[src/rtl/poly_note_manager.sv]
// poly_note_manager
//   Tracks up to NUM_SLOTS falling notes across NUM_COLS columns, resolves
//   per-column key presses against an inclusive hit window, counts hits and
//   misses, and raises a sticky game_over once TOTAL_NOTES notes resolved.
// Ports
//   clk             system clock
//   rst             asynchronous active-low reset
//   start           run enable; low freezes all state
//   speed           tick period, one tick every speed+1 enabled cycles
//   rand_val        LFSR value sampled on tick (rand is a reserved word)
//   key_press       one-cycle press pulse per column
//   slot_active     per-slot live flag
//   slot_col        per-slot column, slot i at [i*CW +: CW]
//   slot_y          per-slot y, slot i at [i*Y_W +: Y_W]
//   hit_pulse       per-column successful hit pulse
//   bad_press       per-column press with no note in the window
//   miss_pulse      at least one note missed this tick
//   hits_total      cumulative hits
//   misses_total    cumulative misses
//   notes_generated notes spawned so far
//   game_over       sticky, set the cycle after hits+misses reaches TOTAL_NOTES
module poly_note_manager #(
    parameter int          NUM_SLOTS       = 4,
    parameter int          NUM_COLS        = 4,
    parameter int          Y_W             = 10,
    parameter int          Y_MAX           = 480,
    parameter int          HIT_LO          = 400,
    parameter int          HIT_HI          = 470,
    parameter int          MIN_GAP         = 40,
    parameter logic [15:0] SPAWN_THRESHOLD = 16'h8000,
    parameter int          TOTAL_NOTES     = 30,
    localparam int         CW              = (NUM_COLS > 1) ? $clog2(NUM_COLS) : 1,
    localparam int         CNT_W           = $clog2(TOTAL_NOTES + 1)
) (
    input  logic                     clk,
    input  logic                     rst,
    input  logic                     start,
    input  logic [19:0]              speed,
    input  logic [15:0]              rand_val,
    input  logic [NUM_COLS-1:0]      key_press,
    output logic [NUM_SLOTS-1:0]     slot_active,
    output logic [NUM_SLOTS*CW-1:0]  slot_col,
    output logic [NUM_SLOTS*Y_W-1:0] slot_y,
    output logic [NUM_COLS-1:0]      hit_pulse,
    output logic [NUM_COLS-1:0]      bad_press,
    output logic                     miss_pulse,
    output logic [CNT_W-1:0]         hits_total,
    output logic [CNT_W-1:0]         misses_total,
    output logic [CNT_W-1:0]         notes_generated,
    output logic                     game_over
);

    localparam int             IDX_W     = (NUM_SLOTS > 1) ? $clog2(NUM_SLOTS) : 1;
    localparam logic [Y_W-1:0] Y_MAX_V   = Y_W'(Y_MAX);
    localparam logic [Y_W-1:0] HIT_LO_V  = Y_W'(HIT_LO);
    localparam logic [Y_W-1:0] HIT_HI_V  = Y_W'(HIT_HI);
    localparam logic [Y_W-1:0] MIN_GAP_V = Y_W'(MIN_GAP);
    localparam logic [CNT_W-1:0] TOTAL_V = CNT_W'(TOTAL_NOTES);

    function automatic logic in_window(input logic [Y_W-1:0] y);
        return (y >= HIT_LO_V) && (y <= HIT_HI_V);
    endfunction

    logic [19:0]              tick_cnt_r;
    logic                     en_s;
    logic                     tick_s;
    logic                     done_s;
    logic [NUM_COLS-1:0]      found_s;
    logic [NUM_COLS-1:0]      hit_col_s;
    logic [NUM_COLS-1:0]      bad_col_s;
    logic [NUM_SLOTS-1:0]     hit_slot_s;
    logic [CNT_W-1:0]         hit_inc_s;
    logic [CNT_W-1:0]         miss_inc_s;
    logic                     miss_any_s;
    logic                     free_any_s;
    logic                     gap_block_s;
    logic                     spawn_s;
    logic [IDX_W-1:0]         spawn_idx_s;
    logic [NUM_SLOTS-1:0]     active_nxt_s;
    logic [NUM_SLOTS*CW-1:0]  col_nxt_s;
    logic [NUM_SLOTS*Y_W-1:0] y_nxt_s;

    // Next-state logic: hit resolution, spawn decision and per-slot movement
    always_comb begin
        en_s         = start & ~game_over;
        tick_s       = (tick_cnt_r >= speed);
        done_s       = ((hits_total + misses_total) == TOTAL_V);
        found_s      = '0;
        hit_col_s    = '0;
        bad_col_s    = '0;
        hit_slot_s   = '0;
        hit_inc_s    = '0;
        miss_inc_s   = '0;
        miss_any_s   = 1'b0;
        free_any_s   = 1'b0;
        gap_block_s  = 1'b0;
        spawn_idx_s  = '0;
        active_nxt_s = slot_active;
        col_nxt_s    = slot_col;
        y_nxt_s      = slot_y;

        // Each column picks its lowest-index in-window note; columns never share a slot.
        for (int c = 0; c < NUM_COLS; c++) begin
            for (int s = 0; s < NUM_SLOTS; s++) begin
                if (key_press[c] && !found_s[c] && slot_active[s] &&
                    (slot_col[s*CW +: CW] == CW'(c)) && in_window(slot_y[s*Y_W +: Y_W])) begin
                    found_s[c]    = 1'b1;
                    hit_slot_s[s] = 1'b1;
                end else begin
                    found_s[c]    = found_s[c];
                end
            end
            hit_col_s[c] = key_press[c] & found_s[c];
            bad_col_s[c] = key_press[c] & ~found_s[c];
            hit_inc_s    = hit_inc_s + CNT_W'(hit_col_s[c]);
        end

        // Spawn decision uses the pre-cycle slot set only; scanning downward leaves the lowest free index.
        for (int s = NUM_SLOTS - 1; s >= 0; s--) begin
            free_any_s  = free_any_s | ~slot_active[s];
            spawn_idx_s = slot_active[s] ? spawn_idx_s : IDX_W'(s);
            gap_block_s = gap_block_s | (slot_active[s] & (slot_y[s*Y_W +: Y_W] < MIN_GAP_V));
        end
        spawn_s = tick_s && (rand_val > SPAWN_THRESHOLD) && (notes_generated < TOTAL_V) &&
                  free_any_s && !gap_block_s;

        // A hit takes priority over the tick for the same slot.
        for (int s = 0; s < NUM_SLOTS; s++) begin
            if (slot_active[s] && hit_slot_s[s]) begin
                active_nxt_s[s] = 1'b0;
            end else if (slot_active[s] && tick_s && (slot_y[s*Y_W +: Y_W] >= Y_MAX_V)) begin
                active_nxt_s[s] = 1'b0;
                miss_inc_s      = miss_inc_s + CNT_W'(1);
                miss_any_s      = 1'b1;
            end else if (slot_active[s] && tick_s) begin
                y_nxt_s[s*Y_W +: Y_W] = slot_y[s*Y_W +: Y_W] + Y_W'(1);
            end else begin
                active_nxt_s[s] = slot_active[s];
            end

            if (spawn_s && (spawn_idx_s == IDX_W'(s))) begin
                active_nxt_s[s]       = 1'b1;
                y_nxt_s[s*Y_W +: Y_W] = '0;
                col_nxt_s[s*CW +: CW] = rand_val[CW-1:0];
            end else begin
                col_nxt_s[s*CW +: CW] = slot_col[s*CW +: CW];
            end
        end
    end

    // State and registered outputs; game_over latches independently of the run gate
    always_ff @(posedge clk or negedge rst) begin
        if (!rst) begin
            tick_cnt_r      <= 20'd0;
            slot_active     <= '0;
            slot_col        <= '0;
            slot_y          <= '0;
            hit_pulse       <= '0;
            bad_press       <= '0;
            miss_pulse      <= 1'b0;
            hits_total      <= '0;
            misses_total    <= '0;
            notes_generated <= '0;
            game_over       <= 1'b0;
        end else begin
            game_over <= game_over | done_s;
            if (en_s) begin
                tick_cnt_r      <= tick_s ? 20'd0 : tick_cnt_r + 20'd1;
                slot_active     <= active_nxt_s;
                slot_col        <= col_nxt_s;
                slot_y          <= y_nxt_s;
                hit_pulse       <= hit_col_s;
                bad_press       <= bad_col_s;
                miss_pulse      <= miss_any_s;
                hits_total      <= hits_total + hit_inc_s;
                misses_total    <= misses_total + miss_inc_s;
                notes_generated <= notes_generated + CNT_W'(spawn_s);
            end else begin
                hit_pulse       <= '0;
                bad_press       <= '0;
                miss_pulse      <= 1'b0;
            end
        end
    end

endmodule

[config.mk]
export PLATFORM = sky130hd
export DESIGN_NAME = poly_note_manager
export DESIGN_NICKNAME = d
export VERILOG_FILES = /design/src/rtl/poly_note_manager.sv
export SDC_FILE = /design/constraint.sdc
export NUM_CORES = 1
export LEC_CHECK = 0
export ABC_AREA = 1
export BUFFER_PORTS_ARGS = -buffer_cell sky130_fd_sc_hd__clkbuf_2
export CAP_MARGIN = 40
export CORE_MARGIN = 4
export CORE_UTILIZATION = 45
export CTS_CLUSTER_DIAMETER = 40
export DETAILED_ROUTE_END_ITERATION = 10
export GPL_ROUTABILITY_DRIVEN = 0
export GPL_TIMING_DRIVEN = 0
export PLACE_DENSITY_LB_ADDON = 0.08
export RECOVER_POWER = 25
export SLEW_MARGIN = 40
export SYNTH_ARGS = -nofsm -noshare
export SYNTH_HDL_FRONTEND = slang
export SYNTH_SLANG_ARGS = --single-unit
export TNS_END_PERCENT = 10
[constraint.sdc]
create_clock -name clk -period 7.27 [get_ports clk]
set_input_delay 1.454 -clock clk [delete_from_list [all_inputs] [get_ports clk]]
set_output_delay 1.454 -clock clk [all_outputs]
set_load 0.05 [all_outputs]
* Word-level counts from Yosys, hierarchy flattened *
Index checks and enable logic that the tools add are counted.

operators by class
  add/subtract/negate cells = 15
  $lt $le $gt $ge = 19
  equality and inequality tests = 24
  multiplexer cells = 83
  bitwise operators = 29
  reduce and logical (&&, ||, !) cells = 122

operator list
  cell                   count
  $mux 10                16
  $logic_and 1x1->1      84
  $ge 10x9->1 const B    8
  $mux 1                 54
  $add 10x1->10 const B  4
  $le 10x9->1 const B    4
  $lt 10x6->1 const B    4
  $mux 5                 6
  $add 20x1->20 const B  1
  $eq 2x2->1 const B     10
  $ge 20x20->1           1
  $mux 20                1
  $gt 16x16->1 const B   1
  $ne 2x1->1 const B     8
  $reduce_and 2->1       8
  $reduce_and 4->1       4
  $add 5x1->5 const B    3
  $and 1x1->1            13
  $logic_not 1->1        13
  $reduce_bool 3->1      4
  $add 5x5->5            2
  $eq 2x1->1 const B     5
  $logic_not 2->1        5
  $not 1->1              9
  other kinds (11)       24

word-level totals
  flip-flop bits (word level) = 97
  bits of input ports = 43
  output and inout bits = 77

* Depth between registers and ports, before layout *
  depth after elaboration = 28
  gate-level depth with buffers = 29
  depth with buffers taken out = 28

* Least setup slack after synthesis *
OpenSTA, ideal clock, no wires.

  path kind = input to register
  start point = in speed[19]
  end point = reg misses_total[4]
  arrival = 4.991 ns
  data required time = 7.128 ns
  setup slack = 2.137 ns
  stages on the path = 27
  buffers on the path = 1
  cell sequence = inv_1 -> ha_1 -> nand2_1 -> nor2_2 -> nand2_1 -> nor2_1 -> nand2_1 -> nand4_2 -> nand2_1 -> or2_2 -> clkbuf_1 -> ha_1 -> inv_1 -> nand2_1 -> nand2_1 -> inv_1 -> ha_1 -> nand2_1 -> nand2_1 -> ha_1 -> nor2_1 -> a31oi_1 -> fa_1 -> a21oi_1 -> nor2_1 -> o21ai_0 -> xnor2_1

between the ends
  longest elaborated chain between the ends = 15

ends and longest elaborated chain
  element                          line  text
  from (decl)                      38    input logic [19:0] speed,
  $ge 20x20->1 (*)                 86    tick_s = (tick_cnt_r >= speed);
  $logic_and 1x1->1 (2 in series)  131   end else if (slot_active[s] && tick_s && (slot_y[s*Y_W +: Y_W] >= Y_MAX_V)) begin
  $mux 1                           131
  $mux 1                           129   if (slot_active[s] && hit_slot_s[s]) begin
  $add 5x1->5                      133   miss_inc_s = miss_inc_s + CNT_W'(1);
  $mux 5                           131
  $mux 5                           129
  $add 5x1->5                      133
  $mux 5                           131
  $mux 5                           129
  $add 5x1->5                      133
  $mux 5                           131
  $mux 5 (*)                       129
  $add 5x5->5 (*)                  176   misses_total <= misses_total + miss_inc_s;
  to (signal assigned)             176
  to (decl)                        48    output logic [CNT_W-1:0] misses_total,

Every way passes the cells marked *; elsewhere a longest branch is shown, timed or not.
A chain may end at the register's enable or synchronous reset.

* Worst setup path after layout *
Same ends and word-level chain as after synthesis.

==> flow_summary.yaml <==
timing:
  period_minus_slack_ns: 5.268
  report.final.slew_viol_count: 45
  finalHoldViolCount: 0
  worstMarginPinSlew_ns: 2.538
  fin_tns_setup_ns: 0
  maxClockFrequency_mhz: 189.8
  relSlewSlack: -0.6919
  finClkSkew_ns: 0.006330
  period_share: 0.7246
  rsz0062_at_grt: "no"
  setup_violations: 0
  hold-worst-slack_ns: 0.4928
  setup_slack_ns: 2.002
power_and_ir_drop:
  powerDensity_nw_per_um2: 168.4
  p_leak_nw: 4.455
  ir_drop_mv: 0.1081
grt:
  grt_pass1_vias: 5939
  antenna_found_initial: 0
  grt_max_degree: 54
  grt_pass1_wl_um: 29120
  grt_usage: 0.2023
  grt_overflow: 0
route:
  avgViaCountPerCell: 4.930
  drt-initial-drc-count: 272
  routed_wl_um: 17020
  drc: 0
  antenna_left: 0
  firstDrtPassIters: 5
  vias: 6192
  wire_per_inst_um: 13.55
placed_design:
  place_area_um2: 7736
  post-place-ws_ns: 1.582
  hpwl_um: 13340
  port_buffers: 119
cts:
  cts.sinks: 97
  cts.path.max_buffers: 2
  cts_tree: "built"
  cts_max_level: 3
  cts_resized: 0
  cts_buffers: 9
  postCtsSetupRepairBufs: 0
  cts-root-buf: "clkbuf_16"
  path_clk_slew_ns: 0.07
  cts_hold_buf: 0
  clk_latency_ns: 0.35
synthesis:
  ys_warn_count: 0
  synth-compound-area-share: 0.07608
  synth-seq-cells: 97
  synth-simple-area-share: 0.3151
  yosysSeqAreaShare: 0.3531
  synth_top_family_by_area: "simple AND/OR/NAND/NOR gates"
  synth.distinct_cells: 41
  syn_area_um2: 6874
  synth_top_area_share: 0.3531
  yosys.area.top_type: "dfrtp_1"
  syn-num-nets: 1028
  synthAdderAreaFrac: 0.09465
  post_synth.cell_area_avg_um2: 7.344
  synthCells: 936
  synth_mux_area_frac: 0
  synth.area.top_cells: "dfrtp_1 35%, nand2_1 14%, ha_1 8.0%"
  synth_xor_area_frac: 0.06625
die:
  io_pins: 120
  initial_utilization: 0.4659
  die_area_um2: 17320
  die_h_um: 131.6
  fp.dieW_um: 131.6
  core_area_um2: 14750
  rows: 44
run_status:
  violations: "max-capacitance violations, max-slew violations"
  status: "finished, violations left"
setup_path:
  crit_type: "primary input to flop"
  cp_max_fo: 4
  end_kind: "flop"
  worst-endpoint-arrival_ns: 5.55
  critPathLaunchType: "primary input"
  crit_path_frequent_cell: "nand2_1"
  crit_slowest_cell: "fa_1"
  slowest_delay_ns: 0.46
  required_ns: 7.55
layout:
  fin_area_um2: 8034
  fillers: 1510
  seq_area_um2: 2427
  drive_above_1_share: 0.1735
  final_cell_mix: "248 x nand2_1, 141 x inv_1, 119 x clkbuf_2, 97 x dfrtp_1, 88 x nor2_1"
  final_common_cell: "nand2_1"
  multi_input_area_um2: 3795
  antenna_cells: 0
  fin_util: 0.5445
  syn2layout_area_growth_pct: 16.87
  final_nets: 1159
hold_path:
  hp-class: "flop to flop"
flow_run:
  drv_cap: 1
-- power by group --
part	switching [mW]	leakage [nW]	total [mW]	internal, mW
Clock	0.209	0.149	0.495	0.286
Combinational	0.162	3.00	0.248	0.0860
Sequential	0.0365	1.31	0.610	0.574
-- layer usage --
layer / up-vias / routed length (um) / global-route usage
li1: 3220 / - / -
met1: 2823 / 8474 / 0.2868
met2: 133 / 7503 / 0.3192
met3: 16 / 823 / 0.03555
met4: 0 / 214 / 0.05718
met5: - / 0 / 0
-- final cells by class --
type,count,area share
Multi-Input combinational cell,673,0.4724
Sequential cell,97,0.3021
Timing Repair Buffer,120,0.07740
Inverter,149,0.06962
Clock buffer,12,0.03193
Tap cell,184,0.02866
Buffer,17,0.01152
Clock inverter,4,0.006385
-- cell usage after synthesis --
| cell type | n |
|---|---|
| nand2_1 | 248 |
| inv_1 | 141 |
| dfrtp_1 | 97 |
| nor2_1 | 88 |
| nand3_1 | 76 |
| ha_1 | 44 |
| xor2_1 | 38 |
| nor3_1 | 31 |
| a21oi_1 | 26 |
| o21ai_0 | 24 |
| o21ai_2 | 19 |
| xnor2_1 | 14 |
| nand4_1 | 13 |
| clkbuf_1 | 11 |
| nor4_1 | 7 |
| inv_2 | 6 |
| nand3_2 | 6 |
| fa_1 | 5 |
| nor3b_1 | 4 |
| a31oi_1 | 3 |
| buf_6 | 3 |
| nand2_2 | 3 |
| nor2_2 | 3 |
| o211ai_1 | 3 |
| a21o_1 | 2 |
| clkinv_1 | 2 |
| nand3_4 | 2 |
| nor2_4 | 2 |
| o21ai_1 | 2 |
| o22ai_1 | 2 |
| buf_2 | 1 |
| buf_4 | 1 |
| clkbuf_2 | 1 |
| nand3b_1 | 1 |
| nand4_2 | 1 |
| nor3_2 | 1 |
| nor3_4 | 1 |
| o2111ai_1 | 1 |
| o21bai_4 | 1 |
| or2_1 | 1 |
| or2_2 | 1 |
-- flip-flops by register name (all words and copies together), names as in the netlist --
name and flops:
slot_col 8, bad_press 4, notes_generated 5, tick_cnt_r 20
misses_total 5, game_over 1, hits_total 5, miss_pulse 1
hit_pulse 4, slot_active 4, slot_y 40
-- cells by family after synthesis --
group | Yosys count
xor+xnor | 52
simple gates | 489
buf+inv | 166
fa+ha+maj | 49
flops | 97
compound gates | 83
-- worst max-delay path: cells and delay by family --
family	cells	cell delay [ns]
simple gates	14	1.54
fa+ha+maj	5	1.59
buf+inv	5	0.36
compound gates	3	0.44
xor+xnor	1	0.14
-- worst paths after layout --
kind	startpoint	end	slack, ns	cells past startpoint
worst max-delay path	speed[19]	misses_total[4]	2.00	28
worst min-delay path	game_over	game_over	0.49	2
worst max register to register	tick_cnt_r[15]	misses_total[4]	2.76	26
worst min register to register	game_over	game_over	0.49	2
max in group asynchronous	rst	bad_press[3]	3.94	1
min in group asynchronous	rst	tick_cnt_r[11]	1.88	1
-- stage by stage --
step	total power, mW	instances
final	1.353	1256
after global routing	1.434	1256
after CTS	1.371	1256
after detailed placement	0.8711	1240
after global placement	0.8661	1239
after floorplan	0.7929	936
(Power assumes the default switching activity.)
